$ cat src/rtl/gate_exerciser.sv
// gate_exerciser: steps a 2-input gate through vectors 00,01,10,11 and
// checks its output against TRUTH. Optional macro: GATE_EXER_LOOP_EN.
module gate_exerciser #(
    parameter int unsigned SETTLE = 4,
    parameter logic [3:0]  TRUTH  = 4'b0001
) (
    input  logic       clk,
    input  logic       rst,
    input  logic       start,
    input  logic       dut_out,
    output logic       a_drv,
    output logic       b_drv,
    output logic [1:0] vec_idx,
    output logic       busy,
    output logic       done,
    output logic       pass,
    output logic [2:0] err_cnt
);

    if (SETTLE < 2 || SETTLE > 15) begin : g_bad_settle
        $error("gate_exerciser: SETTLE must be within 2..15");
    end

    localparam logic [3:0] CNT_LOAD = 4'(SETTLE - 1);

    typedef enum logic [2:0] {
        S_IDLE,
        S_APPLY,
        S_SETTLE,
        S_SAMPLE,
        S_DONE
    } state_t;

    state_t     state, state_nxt;
    logic [3:0] cnt, cnt_nxt;
    logic [1:0] vec, vec_nxt;
    logic [2:0] err, err_nxt;
    logic       pass_q, pass_nxt;
    logic       sync1, sync2;
    logic       miss;
    logic       done_c;

    assign miss = (sync2 != TRUTH[vec]);

    // two-flop synchronizer for the asynchronous gate output
    always_ff @(posedge clk or posedge rst) begin
        if (rst) begin
            sync1 <= 1'b0;
            sync2 <= 1'b0;
        end else begin
            sync1 <= dut_out;
            sync2 <= sync1;
        end
    end

    // state and bookkeeping registers
    always_ff @(posedge clk or posedge rst) begin
        if (rst) begin
            state  <= S_IDLE;
            cnt    <= 4'd0;
            vec    <= 2'd0;
            err    <= 3'd0;
            pass_q <= 1'b0;
        end else begin
            state  <= state_nxt;
            cnt    <= cnt_nxt;
            vec    <= vec_nxt;
            err    <= err_nxt;
            pass_q <= pass_nxt;
        end
    end

    // sequencing: apply, settle, sample each vector, then report
    always_comb begin
        state_nxt = state;
        cnt_nxt   = cnt;
        vec_nxt   = vec;
        err_nxt   = err;
        pass_nxt  = pass_q;
        done_c    = 1'b0;
        unique case (state)
            S_IDLE: begin
                vec_nxt = 2'd0;
                if (start) begin
                    state_nxt = S_APPLY;
                    err_nxt   = 3'd0;
                    pass_nxt  = 1'b0;
                end
            end
            S_APPLY: begin
                cnt_nxt   = CNT_LOAD;
                state_nxt = S_SETTLE;
            end
            S_SETTLE: begin
                if (cnt == 4'd0) begin
                    state_nxt = S_SAMPLE;
                end else begin
                    cnt_nxt = cnt - 4'd1;
                end
            end
            S_SAMPLE: begin
                if (miss) begin
                    err_nxt = err + 3'd1;
                end
                if (vec == 2'd3) begin
                    vec_nxt   = 2'd0;
                    state_nxt = S_DONE;
`ifdef GATE_EXER_LOOP_EN
                    // back-to-back run: report now, restart without a gap
                    if (start) begin
                        done_c    = 1'b1;
                        pass_nxt  = (err_nxt == 3'd0);
                        err_nxt   = 3'd0;
                        state_nxt = S_APPLY;
                    end
`endif
                end else begin
                    vec_nxt   = vec + 2'd1;
                    state_nxt = S_APPLY;
                end
            end
            S_DONE: begin
                done_c    = 1'b1;
                pass_nxt  = (err == 3'd0);
                state_nxt = S_IDLE;
            end
            default: state_nxt = S_IDLE;
        endcase
    end

    assign busy    = (state == S_APPLY) || (state == S_SETTLE) ||
                     (state == S_SAMPLE);
    assign a_drv   = busy & vec[1];
    assign b_drv   = busy & vec[0];
    assign vec_idx = vec;
    assign done    = done_c;
    assign pass    = pass_q;
    assign err_cnt = err;

endmodule

$ cat config.mk
export PLATFORM = sky130hd
export DESIGN_NAME = gate_exerciser
export DESIGN_NICKNAME = d
export VERILOG_FILES = /design/src/rtl/gate_exerciser.sv
export SDC_FILE = /design/constraint.sdc
export NUM_CORES = 1
export LEC_CHECK = 0
export BUFFER_PORTS_ARGS = -buffer_cell sky130_fd_sc_hd__buf_2
export CAP_MARGIN = 25
export CORE_MARGIN = 2
export CORE_UTILIZATION = 58
export CTS_CLUSTER_SIZE = 14
export DETAILED_ROUTE_END_ITERATION = 8
export PLACE_DENSITY_LB_ADDON = 0.1
export SYNTH_ARGS = -nofsm -noshare
export SYNTH_HDL_FRONTEND = slang
export SYNTH_SLANG_ARGS = --single-unit
$ cat constraint.sdc
create_clock -name clk -period 3.8 [get_ports clk]
set_clock_uncertainty 0.05 [all_clocks]
set_input_delay 0.38 -clock clk [delete_from_list [all_inputs] [get_ports clk]]
set_output_delay 0.38 -clock clk [all_outputs]
set_load 0.005 [all_outputs]
### Word-level counts from Yosys, hierarchy flattened

Cells that the tools add are included.

| storage, ports and cells | value |
|---|---|
| bits in registers | 15 |
| word-level logic and storage cells | 51 |

| cells by class | value |
|---|---|
| add/subtract/negate cells | 3 |
| order comparisons | 1 |
| equal/unequal tests | 10 |
| muxes and demuxes | 16 |
| bitwise operators | 2 |
| reductions and logical operators | 12 |

Operators with widths:

| operator | number |
|---|---|
| 3-bit two-way mux | 5 |
| 3-bit one-hot mux with 4 select lines | 1 |
| 2-bit inequality test (second input constant) | 4 |
| 4-bit one-hot mux with 2 select lines | 1 |
| 3-bit by 2-bit equality test with 1-bit output (second input constant) | 2 |
| 3-bit logical NOT | 2 |
| 3-bit one-hot mux with 2 select lines | 1 |
| 2-bit AND reduction | 3 |
| 2-bit nonzero test | 3 |
| 4-bit logical NOT | 1 |
| 4-bit two-way mux | 1 |
| 2-bit one-hot mux with 2 select lines | 1 |
| 4-bit by 1-bit subtractor with 4-bit output (second input constant) | 1 |
| 3-bit by 1-bit adder with 3-bit output (second input constant) | 1 |
| 3-bit by 1-bit equality test with 1-bit output (second input constant) | 1 |
| 3-bit equality test (second input constant) | 1 |
| 2-bit by 3-bit less-than comparator with 1-bit output (second input constant) | 1 |
| 1-bit two-way mux | 3 |
| 3-bit AND reduction | 1 |
| 2-bit by 1-bit adder with 2-bit output (second input constant) | 1 |
| 1-bit bitwise AND | 2 |
| 1-bit binary-select mux with 2-bit select | 1 |
| 2-bit equality test (second input constant) | 1 |
| 1-bit logical OR | 2 |
| 3 further kinds | 3 |

### Logic depth before layout (Yosys ltp)

| logic depth | value |
|---|---|
| word-level depth | 5 |
| mapped depth | 5 |

### Least setup slack after synthesis

No wires, ideal clock.

| path | value |
|---|---|
| kind | register to register |
| from | reg vec[0] (netlist: vec_idx[0]) |
| to | reg err[2] (netlist: err_cnt[2]) |
| setup time | 124 ps |
| arrival time | 1264 ps |
| required time | 3626 ps |
| path slack | 2362 ps |
| stages on the path, launching flop included | 6 |
| path buffers | 0 |
| cell sequence | dfrtp_1 -> inv_1 -> ha_1 -> xnor2_1 -> nor4b_1 -> a211o_1 |

| between the ends | value |
|---|---|
| word-level cells in the longest chain between the ends | 5 |

Ends and longest elaborated chain:

| element | RTL line | source |
|---|---|---|
| from (decl) | 36 | `logic [1:0] vec, vec_nxt;` |
| from (signal assigned) | 67 | `vec <= vec_nxt;` |
| 1-bit binary-select mux with 2-bit select | 43 | `assign miss = (sync2 != TRUTH[vec]);` |
| 1-bit two-way mux (implied by the code) | 43 |  |
| 1-bit inequality test | 43 |  |
| 2-bit inequality test (no source line) | n/a |  |
| 3-bit AND reduction (no source line) | n/a |  |
| to (signal assigned) | 68 | `err <= err_nxt;` |
| to (decl) | 37 | `logic [2:0] err, err_nxt;` |

Every way passes these cells. The select of a mux whose other input is x is not followed.
A chain may end at the register's enable or synchronous reset.

### Final worst setup path

| path | value |
|---|---|
| from | reg state[2] |
| to | out done |

| between the ends | value |
|---|---|
| word-level cells in the longest chain between the ends | 2 |

Ends and longest elaborated chain:

| element | RTL line | source |
|---|---|---|
| from (decl) | 34 | `state_t state, state_nxt;` |
| from (signal assigned) | 65 | `state <= state_nxt;` |
| 3-bit equality test | 81 | `unique case (state)` |
| 1-bit two-way mux | 81 |  |
| to (decl) | 15 | `output logic done,` |

Every way passes these cells.

==> flow_metrics.py <==
metrics = {
    "run_status": {
        "outcome": "finished, final reports clean",
    },
    "sta": {
        "report.final.slew_viol_count": 0,
        "period_needed_ns": 1.81,
        "maxSlewHeadroom": 0.615,
        "holdWs_ns": 0.0953,
        "setup_viol": 0,
        "max_freq_ghz": 0.553,
        "rsz0062_at_grt": "false",
        "tns_ns": 0,
        "period_share": 0.476,
        "hold_viol_final": 0,
        "tightest_slew_ns": 0.577,
    },
    "logic_synthesis": {
        "avgSynthCellArea_um2": 10.8,
        "ys_seq_area_frac": 0.419,
        "ys_seq_elements": 15,
        "ys_types": 34,
        "syn_nets": 93,
        "synth_area_um2": 896,
        "yosys_warnings": 0,
        "syn_inst": 83,
    },
    "layout": {
        "fin_area_um2": 980,
        "synthToLayoutAreaGrowth_pct": 9.36,
        "layout_common_cells": "dfrtp_1 (15), buf_2 (13), inv_1 (9), ha_1 (6), nor3_1 (5)",
        "fin_nets": 108,
        "drive_gt1_frac": 0.278,
        "layout.cells.most_common": "dfrtp_1",
        "antenna_cells": 0,
    },
    "floorplanning": {
        "fp.dieW_um": 43.3,
        "die_height_um": 43.3,
        "core-area_um2": 1470,
        "start_util": 0.609,
        "rows": 14,
        "die-area_um2": 1870,
        "io_pins": 14,
    },
    "drt": {
        "dr.first_iter.drc_count": 5,
        "vias": 621,
        "postRouteAntennaNets": 0,
        "drt-total-wl_um": 1480,
        "viasPerCell": 5.50,
        "drt-pass1-iter-count": 4,
        "wl_per_cell_um": 13.1,
        "drc": 0,
    },
    "setup_path": {
        "arrival_ns": 1.38,
        "worst-setup-path-type": "reg2out",
        "cp_max_fo": 14,
        "required_ns": 3.37,
        "cp_cell_sequence": "inv_2 -> nor3_2 -> buf_2",
        "cp_slowest_cell": "dfrtp_1",
        "end_kind": "output port",
        "cpPeakStageDelay_ns": 0.64,
        "startpoint_type": "flip-flop",
    },
    "clock_tree": {
        "h-tree-depth": 1,
        "cts_sinks": 15,
        "cts_setup_buffers": 0,
        "cts_hold_buf": 0,
        "root_buffer": "clkbuf_4",
        "tritoncts": "built",
        "cts_max_path_buffers": 2,
        "clk_pin_slew_ns": 0.09,
        "ctsResizeCount": 0,
        "cts_made_buffers": 3,
        "insertion_delay_ns": 0.27,
    },
    "power_and_ir_drop": {
        "seqPwrFrac": 0.414,
        "intPower_mw": 0.422,
        "p_per_area_nw_per_um2": 727,
        "p_leak_nw": 0.519,
        "switching_share": 0.407,
        "combPwrFrac": 0.461,
        "peakVddDrop_mv": 0.518,
        "clkPwrFrac": 0.125,
        "switchingPower_mw": 0.290,
        "power.total_mw": 0.712,
    },
    "placement": {
        "dpl.hpwl_um": 1110,
        "port_buffers": 13,
        "gp_congestion": 0.776,
        "placed_cell_area_um2": 953,
    },
    "global_routing": {
        "first_global_vias": 598,
        "track_usage": 0.184,
        "grt_max_degree": 16,
        "antenna_found_initial": 0,
        "grt_pass1_wl_um": 2530,
        "overflow": 0,
    },
    "flow_run": {
        "maxCapViolCount": 0,
    },
    "min_path": {
        "worst_hold_path_type": "in2async",
    },
}
==> power groups by stage <==
| stage | combinational, mW | clock, mW | sequential (mW) |
|---|---|---|---|
| 6_report | 0.328 | 0.0892 | 0.295 |
| 5_1_grt | 0.371 | 0.0995 | 0.305 |
| 4_1_cts | 0.332 | 0.0932 | 0.294 |
| 3_5_place_dp | 0.329 | 0 | 0.298 |
| 3_3_place_gp | 0.326 | 0 | 0.296 |
| 2_1_floorplan | 0.299 | 0 | 0.256 |
==> sequential cells by signal, indices dropped and copies added, names as in the netlist <==
signal,flops
pass,1
cnt,4
sync1,1
state,3
vec_idx,2
err_cnt,3
sync2,1
==> worst max-delay path: cells and delay by family, from the launching register on <==
kind	cells	cell delay, ns
buffers and inverters	2	0.24
flip-flops	1	0.64
AND/OR/NAND/NOR	1	0.22
==> stage by stage <==
step,util,setup slack (ns),instances
after floorplan,-,2.36,83
after global placement,0.648,2.23,109
after detailed placement,0.648,2.21,109
after CTS,0.666,2.01,113
after global routing,0.666,1.89,113
final,0.666,1.99,113
==> final timing paths <==
| path | slack (ns) | from | cells after the start | to |
|---|---|---|---|---|
| min | 0.1 | rst | 2 | sync1$_DFF_PP0_ |
| max in group asynchronous | 3.23 | rst | 2 | cnt[0]$_DFFE_PP0P_ |
| max reg2reg | 2.20 | vec_idx[0]$_DFFE_PP0P_ | 5 | err_cnt[1]$_DFFE_PP0P_ |
| min reg2reg | 0.31 | sync1$_DFF_PP0_ | 0 | sync2$_DFF_PP0_ |
| min in group clk | 0.16 | dut_out | 1 | sync1$_DFF_PP0_ |
| max | 1.99 | state[2]$_DFFE_PP0P_ | 3 | done |
==> cells by family after synthesis <==
kind of cell	share of synthesized area
adders and majority gates	0.0838
xor gates and xnor gates	0.0196
buffers and inverters	0.0768
AOI/OAI and AO/OA	0.127
and+or+nand+nor	0.229
muxes	0.0447
DFF	0.419
==> Yosys cell counts, drive strengths merged <==
library cell  count  area share
a211o             1      0.0098
a21o              1      0.0084
a21oi             1      0.0056
a221oi            1      0.0098
a22o              4       0.039
a22oi             1      0.0084
a2bb2oi           1       0.017
a31oi             1      0.0070
a32o              1       0.011
and2              2       0.017
and2b             2       0.020
and3b             1      0.0098
buf               3       0.031
dfrtp            15        0.42
ha                6       0.084
inv              11       0.046
mux2i             4       0.045
nand2             4       0.017
nand3             2       0.011
nand3b            1       0.022
nor2              5       0.029
nor3              7       0.050
nor3b             1       0.021
nor4b             1      0.0098
o21ai             2       0.011
or3b              2       0.022
xnor2             2       0.020
==> routing by layer <==
| metal | vias up | GRT usage | share of wire |
|---|---|---|---|
| li1 | 316 | - | - |
| met1 | 295 | 0.253 | 0.51 |
| met2 | 8 | 0.293 | 0.45 |
| met3 | 2 | 0.0255 | 0.030 |
| met4 | 0 | 0.0727 | 0.0088 |
| met5 | - | 0 | 0 |
==> cell type report <==
| class | count | area [um^2] |
|---|---|---|
| inverters | 11 | 41.3 |
| flip-flops and latches | 15 | 375 |
| multi-input cells | 54 | 452 |
| clock buffers | 4 | 26.3 |
| fillers | 130 | 492 |
| well taps | 16 | 20.0 |
| repair buffers | 13 | 65.1 |
No activity file was read; power rests on OpenSTA's default activity.
